--- src/rtl/flash_read_ctrl.sv ---
// SPI flash read sequencer: optional wake-up, then READ + 24-bit address, dummy bytes out, data bytes streamed back.
// Owns flash_cs_n for the whole transaction and keeps exactly one byte outstanding on the byte engine.
module flash_read_ctrl #(
  parameter int          LEN_W            = 12,
  parameter int          CS_HIGH_CYCLES   = 4,
  parameter int          WAKE_ON_RESET    = 1,
  parameter int          WAKE_WAIT_CYCLES = 200,
  parameter logic [7:0]  READ_CMD         = 8'h03,
  parameter logic [7:0]  WAKE_CMD         = 8'hAB
) (
  input  logic             clk,
  input  logic             rst_n,
  input  logic             req_valid,
  output logic             req_ready,
  input  logic [23:0]      req_addr,
  input  logic [LEN_W-1:0] req_len,
  input  logic             abort,
  output logic [7:0]       rd_data,
  output logic             rd_valid,
  output logic             done,
  output logic             busy,
  output logic             flash_cs_n,
  output logic             byte_start,
  output logic [7:0]       byte_tx,
  input  logic [7:0]       byte_rx,
  input  logic             byte_done
);

  localparam int CNT_MAX = (WAKE_WAIT_CYCLES > CS_HIGH_CYCLES) ? WAKE_WAIT_CYCLES : CS_HIGH_CYCLES;
  localparam int CNT_W   = $clog2(CNT_MAX + 1);

  typedef enum logic [3:0] {
    S_WAKE_CMD, S_WAKE_WAIT, S_IDLE, S_CS_SETUP, S_CMD,
    S_A2, S_A1, S_A0, S_DATA, S_GAP
  } state_t;

  state_t           state_q, state_d;
  logic [CNT_W-1:0] cnt_q, cnt_d;
  logic [23:0]      addr_q, addr_d;
  logic [LEN_W-1:0] rem_q, rem_d;
  logic             pend_q, pend_d;
  logic             abort_q, abort_d;
  logic             cs_n_q, cs_n_d;
  logic             byte_start_q, byte_start_d;
  logic [7:0]       byte_tx_q, byte_tx_d;
  logic             rd_valid_q, rd_valid_d;
  logic [7:0]       rd_data_q, rd_data_d;
  logic             done_q, done_d;
  logic             req_ready_q, req_ready_d;
  logic             busy_q, busy_d;

  always_comb begin
    state_d      = state_q;
    cnt_d        = cnt_q;
    addr_d       = addr_q;
    rem_d        = rem_q;
    pend_d       = pend_q;
    abort_d      = abort_q;
    cs_n_d       = cs_n_q;
    byte_start_d = 1'b0;
    byte_tx_d    = byte_tx_q;
    rd_valid_d   = 1'b0;
    rd_data_d    = rd_data_q;
    done_d       = 1'b0;
    req_ready_d  = 1'b0;

    case (state_q)
      // Three phases: drop cs_n, issue the opcode, then wait for it to finish.
      S_WAKE_CMD: begin
        if (cs_n_q) begin
          cs_n_d = 1'b0;
        end else if (!pend_q) begin
          byte_start_d = 1'b1;
          byte_tx_d    = WAKE_CMD;
          pend_d       = 1'b1;
        end else if (byte_done) begin
          pend_d = 1'b0;
          cs_n_d = 1'b1;
          if (WAKE_WAIT_CYCLES <= 1) begin
            state_d     = S_IDLE;
            req_ready_d = 1'b1;
          end else begin
            state_d = S_WAKE_WAIT;
            cnt_d   = CNT_W'(WAKE_WAIT_CYCLES - 1);
          end
        end
      end
      S_WAKE_WAIT: begin
        if (cnt_q <= CNT_W'(1)) begin
          state_d     = S_IDLE;
          req_ready_d = 1'b1;
        end else begin
          cnt_d = cnt_q - CNT_W'(1);
        end
      end
      S_IDLE: begin
        if (req_valid && req_ready_q) begin
          addr_d  = req_addr;
          rem_d   = req_len;
          abort_d = 1'b0;
          if (req_len == '0) begin
            done_d = 1'b1;
          end else begin
            cs_n_d  = 1'b0;
            state_d = S_CS_SETUP;
          end
        end else begin
          req_ready_d = 1'b1;
        end
      end
      S_CS_SETUP: begin
        byte_start_d = 1'b1;
        byte_tx_d    = READ_CMD;
        pend_d       = 1'b1;
        state_d      = S_CMD;
      end
      S_CMD, S_A2, S_A1, S_A0, S_DATA: begin
        if (abort) abort_d = 1'b1;
        if (pend_q && byte_done) begin
          pend_d = 1'b0;
          if (state_q == S_DATA) begin
            rd_valid_d = 1'b1;
            rd_data_d  = byte_rx;
            rem_d      = rem_q - LEN_W'(1);
          end
          // A pending or same-cycle abort ends the transaction on this byte.
          if (abort_q || abort || (state_q == S_DATA && rem_q == LEN_W'(1))) begin
            cs_n_d  = 1'b1;
            done_d  = 1'b1;
            state_d = S_GAP;
            cnt_d   = CNT_W'(CS_HIGH_CYCLES);
          end else begin
            byte_start_d = 1'b1;
            pend_d       = 1'b1;
            case (state_q)
              S_CMD:   begin state_d = S_A2;   byte_tx_d = addr_q[23:16]; end
              S_A2:    begin state_d = S_A1;   byte_tx_d = addr_q[15:8];  end
              S_A1:    begin state_d = S_A0;   byte_tx_d = addr_q[7:0];   end
              default: begin state_d = S_DATA; byte_tx_d = 8'h00;         end
            endcase
          end
        end
      end
      S_GAP: begin
        if (cnt_q == '0) begin
          state_d     = S_IDLE;
          req_ready_d = 1'b1;
        end else begin
          cnt_d = cnt_q - CNT_W'(1);
        end
      end
      default: state_d = S_IDLE;
    endcase

    busy_d = (state_d != S_IDLE);
  end

  always_ff @(posedge clk or negedge rst_n) begin
    if (!rst_n) begin
      state_q      <= (WAKE_ON_RESET != 0) ? S_WAKE_CMD : S_GAP;
      cnt_q        <= (WAKE_ON_RESET != 0) ? '0 : CNT_W'(CS_HIGH_CYCLES);
      addr_q       <= '0;
      rem_q        <= '0;
      pend_q       <= 1'b0;
      abort_q      <= 1'b0;
      cs_n_q       <= 1'b1;
      byte_start_q <= 1'b0;
      byte_tx_q    <= '0;
      rd_valid_q   <= 1'b0;
      rd_data_q    <= '0;
      done_q       <= 1'b0;
      req_ready_q  <= 1'b0;
      busy_q       <= 1'b1;
    end else begin
      state_q      <= state_d;
      cnt_q        <= cnt_d;
      addr_q       <= addr_d;
      rem_q        <= rem_d;
      pend_q       <= pend_d;
      abort_q      <= abort_d;
      cs_n_q       <= cs_n_d;
      byte_start_q <= byte_start_d;
      byte_tx_q    <= byte_tx_d;
      rd_valid_q   <= rd_valid_d;
      rd_data_q    <= rd_data_d;
      done_q       <= done_d;
      req_ready_q  <= req_ready_d;
      busy_q       <= busy_d;
    end
  end

  assign req_ready  = req_ready_q;
  assign rd_data    = rd_data_q;
  assign rd_valid   = rd_valid_q;
  assign done       = done_q;
  assign busy       = busy_q;
  assign flash_cs_n = cs_n_q;
  assign byte_start = byte_start_q;
  assign byte_tx    = byte_tx_q;

endmodule
--- config.mk ---
export PLATFORM = sky130hd
export DESIGN_NAME = flash_read_ctrl
export DESIGN_NICKNAME = d
export VERILOG_FILES = /design/src/rtl/flash_read_ctrl.sv
export SDC_FILE = /design/constraint.sdc
export NUM_CORES = 1
export LEC_CHECK = 0
export CAP_MARGIN = 15
export CORE_AREA = 2 2 125 127
export CTS_BUF_LIST = sky130_fd_sc_hd__clkbuf_4
export DETAILED_ROUTE_END_ITERATION = 8
export DIE_AREA = 0 0 127 129
export GPL_ROUTABILITY_DRIVEN = 0
export PLACE_DENSITY = 0.42
export RECOVER_POWER = 50
export SYNTH_ARGS = -nofsm -noshare
export SYNTH_HDL_FRONTEND = slang
export SYNTH_SLANG_ARGS = --single-unit
--- constraint.sdc ---
create_clock -name clk -period 3.7 [get_ports clk]
set_clock_uncertainty 0.05 [all_clocks]
set_input_delay 0.555 -clock clk [delete_from_list [all_inputs] [get_ports clk]]
set_output_delay 0.555 -clock clk [all_outputs]
set_load 0.01 [all_outputs]
Word-level counts from Yosys, hierarchy flattened
Cells that the tools add are included.
Operators by class
  shifts and indexed selects: 0
  bitwise logic cells: 0
  magnitude comparators: 1
  multiplexer cells: 62
  add/subtract/negate cells: 2
  div/mod/pow operators: 0
  equality and inequality tests: 24
  reduce and logical (&&, ||, !) cells: 21
  multiply operators: 0
Operator list (count)
  $mux W8: 11
  $pmux W8 S3: 2
  $mux W12: 3
  $mux W4: 9
  $pmux W8 S4: 1
  $mux W1: 27
  $ne A2 B2 Y1 const B: 13
  $pmux W12 S2: 1
  $pmux W4 S6: 1
  $eq A4 B3 Y1 const B: 4
  $eq A12 B1 Y1 const B: 1
  $logic_not A12 Y1: 1
  $pmux W1 S3: 4
  $pmux W4 S3: 1
  $sub A12 B1 Y12 const B: 1
  $reduce_and A5 Y1: 2
  $reduce_and A3 Y1: 3
  $eq A4 B2 Y1 const B: 2
  $eq A4 B4 Y1 const B: 2
  $le A8 B1 Y1 const B: 1
  $logic_not A8 Y1: 1
  $reduce_and A8 Y1: 1
  $sub A8 B1 Y8 const B: 1
  $reduce_bool A3 Y1: 2
  other kinds (11): 15
Storage, ports and cells
  input port bits: 49
  latch bits: 0
  flip-flop bits (word level): 72
  logic and storage cells: 124
  memory bits (read-only): 0
  bits in writable memories: 0
  memories kept: 0

Logic depth before layout (Yosys ltp)
  depth after elaboration: 7
  mapped depth: 9
  depth with buffers taken out: 7

Least setup slack after synthesis
No wires, ideal clock.
  path kind: register to register
  from: register rem_q[1]
  to: register byte_tx_q[2] (netlist: byte_tx[2])
  required time: 3525 ps
  arrival time: 2164 ps
  cell stages (with the launch flop): 9
  library setup time: 125 ps
  path slack: 1360 ps
  cells stage by stage: dfrtp_1 > inv_1 > ha_1 > or4b_2 > o41a_1 > nand3_2 > nand2b_2 > buf_6 > mux2_4
On the way
  longest elaborated chain between the ends: 5
RTL lines
  start: declaration: line 40  | logic [LEN_W-1:0] rem_q, rem_d;
  start signal: assignment: line 178  | rem_q <= rem_d;
  $eq A12 B1 Y1: line 127  | if (abort_q || abort || (state_q == S_DATA && rem_q == LEN_W'(1))) begin
  $logic_and A1 B1 Y1: line 127
  $logic_or A1 B1 Y1: line 127
  $ne A2 B2 Y1 (no source line)
  $reduce_and A5 Y1 (no source line)
  end signal: assignment: line 183  | byte_tx_q <= byte_tx_d;
  end: declaration: line 45  | logic [7:0] byte_tx_q, byte_tx_d;
Every way passes these cells.
A chain may end at the register's enable or synchronous reset.

Worst setup path after layout
  from: register state_q[1]
  to: register rem_q[0]
On the way
  longest elaborated chain between the ends: 4
RTL lines
  start: declaration: line 37  | state_t state_q, state_d;
  start signal: assignment: line 160  | state_q <= (WAKE_ON_RESET != 0) ? S_WAKE_CMD : S_GAP;
  start signal: assignment: line 175  | state_q <= state_d;
  $eq A4 B4 Y1 or $eq A4 B3 Y1 (tied branches): line 67, 121
  $reduce_or A5 Y1: line 67  | case (state_q)
  $ne A2 B2 Y1 (no source line) or $reduce_bool A2 Y1 (tied branches)
  $reduce_and A4 Y1 (no source line)
Parallel ways exist; a longest one is shown, timed or not.

==> results.txt <==
Final Power: 3510 uW
Leakage: 0.00205 uW
Initial Utilization: 24.8%
syn nets: 455
first-pass GRT wire length: 16,500 um
vias in the first global route: 3,179
Inserted Diodes: 0
outcome: finished, violations left
WS Path Type: reg -> reg
Reg area: 1800 um2
CTS Buffer Depth: 2
CTS Hold Buffers Added: 0
reg-to-reg critical path startpoint: state_q[1]
Clk Latency, worst-skew pair: 0.45 ns
clk root buf: clkbuf_4
PnR worst setup slack: 1.02 ns
layout cell share with drive strength beyond 1: 11.0%
WHS Path Cells: 2
Die X: 127 um
Die ar.: 16,400 um2
DR WL/cell: 15.5 um
antenna violations before repair: 0
number of synthesized flops with an enable pin: 0
hold endpoint: addr_q[10]
period utilization: 72.4%
Port-buffer cells: 70
RSZ-0062 raised after global routing: no
slowest CP cell: or4b_4
Max VDD drop: 0.161 mV
CP required: 4.00 ns
CP Launch Point: state_q[1]
Post-Route WL: 10,300 um
CTS H-tree lvls: 3
Tightest Pin Transition: 1.91 ns
CTS buffer count: 9
endpoints failing setup: 0
total grt overflow: 0
fin nets: 520
Arrival @ worst endpoint: 2.98 ns
die height: 129 um
minimum clock period: 2.68 ns
sequential fraction of the synthesis area: 48.6%
DP HPWL: 7340 um
Synth cell types: 60
Resized Gates After CTS: 0
postcts setup bufs: 0
DR vias/cell: 4.79
CP peak stage delay: 0.67 ns
failing checks: capacitance limit, slew limit
delay-heaviest family, CP: simple AND/OR/NAND/NOR gates
clock-pin slew on the worst setup and hold paths: 0.13 ns
FP Rows: 45
r2r setup slk: 1.02 ns
Antenna Nets Post-Route: 0
final slew viol count: 73
largest net degree at the start of global routing: 73
core area: 15,000 um2
cell area after layout: 4710 um2
Worst Path Buf+Inv: 1
Worst Path Max Fanout: 18
Iteration-0 DRC Markers: 245
fmax: 0.373 GHz
Slew HR: -27.1%
io pins: 71
final hold vios: 0
Post-Syn Area: 3710 um2
RR Endpoint: rem_q[0]
fillers: 1,607
Layout area overhead: 26.9%
min-delay worst type: reg -> reg
Crit. End Element: flip-flop
global-route usage over all layers: 13.0%
Synth Register Bits: 72
Yosys warning count: 0
worst hold path startpoint: addr_q[10]
TritonCTS clock tree: done
ys flop type: dfrtp_1
ys async rst share: 100%
Avg Inst Size Synth: 9.24 um2
area of the multi-input gates: 1780 um2
cells along the critical path: or4b_4 > nand2_1 > a22oi_1 > buf_4 > and3_1 > a211o_1
setup TNS: 0 ns
post-synthesis cell count: 402
Max-Cap Viols: 1
power density over the cells: 745 nW/um2
Via Count: 3,162
total iterations of the first detailed-routing run: 5
Place WS: 1.06 ns
worst r2r path cells: 6
startpoint types: flip-flop
Placed Area: 4580 um2
CTS sink cnt: 72
drt drc: 0
## how the worst max path moves through the flow
stage,to,cells after the start
floorplan,byte_tx[2],8
global placement,rem_q[0],6
detailed placement,byte_tx[2],5
CTS,rem_q[0],6
global route,rem_q[0],6
finish,rem_q[0],6
## cell usage in the layout (no fill, tap or decap), types with 3 or more instances in the layout
cell             synthesis  layout
nand2_1                 95      95
dfrtp_1                 70      70
clkdlybuf4s50_1          0      58
nor2_1                  33      33
o21ai_0                 29      29
a21oi_1                 26      26
mux2_2                  11      11
dlygate4sd3_1            0      11
clkbuf_4                 0      10
nor3_1                   8       8
mux2i_1                  8       8
inv_1                    7       7
nor4_1                   7       7
o22ai_1                  6       6
mux2_4                   6       6
o31ai_1                  5       5
buf_4                    0       5
or4_1                    4       4
or3_1                    4       4
nor2b_1                  4       4
a2bb2oi_1                4       4
ha_1                     4       4
a22oi_1                  3       3
clkinvlp_4               0       3
## logic make-up (layout without fill, tap and decap cells)
logic type                 count (synthesis)  after routing  share of synthesized area [%]
AOI/OAI and AO/OA                         95             95                           16.6
adders and majority gates                  4              4                           1.35
buffers and inverters                     28             98                           3.54
DFF                                       72             72                           48.6
muxes                                     25             25                           7.92
and+or+nand+nor                          178            178                           22.0
## per-stage QoR
stage | cells | utilization, % | hold slack, ns
floorplan | 402 | - | 0.209
global placement | 644 | 30.6 | 0.403
detailed placement | 644 | 30.6 | 0.411
CTS | 660 | 31.5 | 0.218
global route | 660 | 31.5 | 0.458
finish | 660 | 31.5 | 0.437
## layer usage
layer | vias up | wire, um | track usage [%]
li1 | 1541 | - | -
met1 | 1530 | 5010 | 17.5
met2 | 75 | 4590 | 19.8
met3 | 16 | 406 | 2.83
met4 | 0 | 261 | 6.59
met5 | - | 0 | 0
## state kept, by name, summed over array words and instances (netlist names)
| register | cells |
|---|---|
| addr_q | 24 |
| rem_q | 12 |
| rd_data | 8 |
| flash_cs_n | 1 |
| state_q | 4 |
| byte_start | 1 |
| pend_q | 1 |
| rd_valid | 1 |
| byte_tx | 8 |
| cnt_q | 8 |
| abort_q | 1 |
| busy | 1 |
| done | 1 |
| req_ready | 1 |
## cells in the mapped netlist, drive strengths merged, types with 2 or more instances
master	n	area share, %
or3	4	0.67
nor3	8	1.1
nand2b	2	0.40
o31ai	6	1.3
o41ai	2	0.98
nor2b	4	0.67
a2bb2oi	4	0.94
or4	4	0.81
dfstp	2	1.4
clkbuf	13	1.3
or4b	2	0.64
nor3b	2	0.54
inv	7	0.71
o211ai	2	0.40
nor4	7	1.2
a31oi	2	0.34
dfrtp	70	47
mux2i	8	2.2
or2	3	0.51
buf	8	1.5
and3	2	0.34
mux2	17	5.8
nand3	3	0.54
o22ai	6	1.0
a21oi	26	3.5
ha	4	1.3
o32ai	2	0.47
nor2	35	3.7
a22oi	3	0.61
and2	4	0.67
nand2	95	9.6
o21ai	29	3.9
## report_power, final
part | switching, uW | internal, uW | leakage [uW]
Clock | 300 | 209 | 0.0000637
Combinational | 853 | 713 | 0.00108
Sequential | 317 | 1120 | 0.000903
Total | 1470 | 2040 | 0.00205
## tightest hold or removal path: stages (launching register included)
cell     delay [ns]
dfrtp_1        0.36
nand2_1        0.05
nand2_1        0.05
## cell type report
type / count / area share, %
clock buffer: 10 / 1.59
clock inverter: 6 / 1.27
inverter: 7 / 0.558
multi-input combinational: 302 / 37.7
sequential: 72 / 38.3
tap: 188 / 4.99
timing repair buffer: 75 / 15.6
No activity file was read; power rests on OpenSTA's default activity.
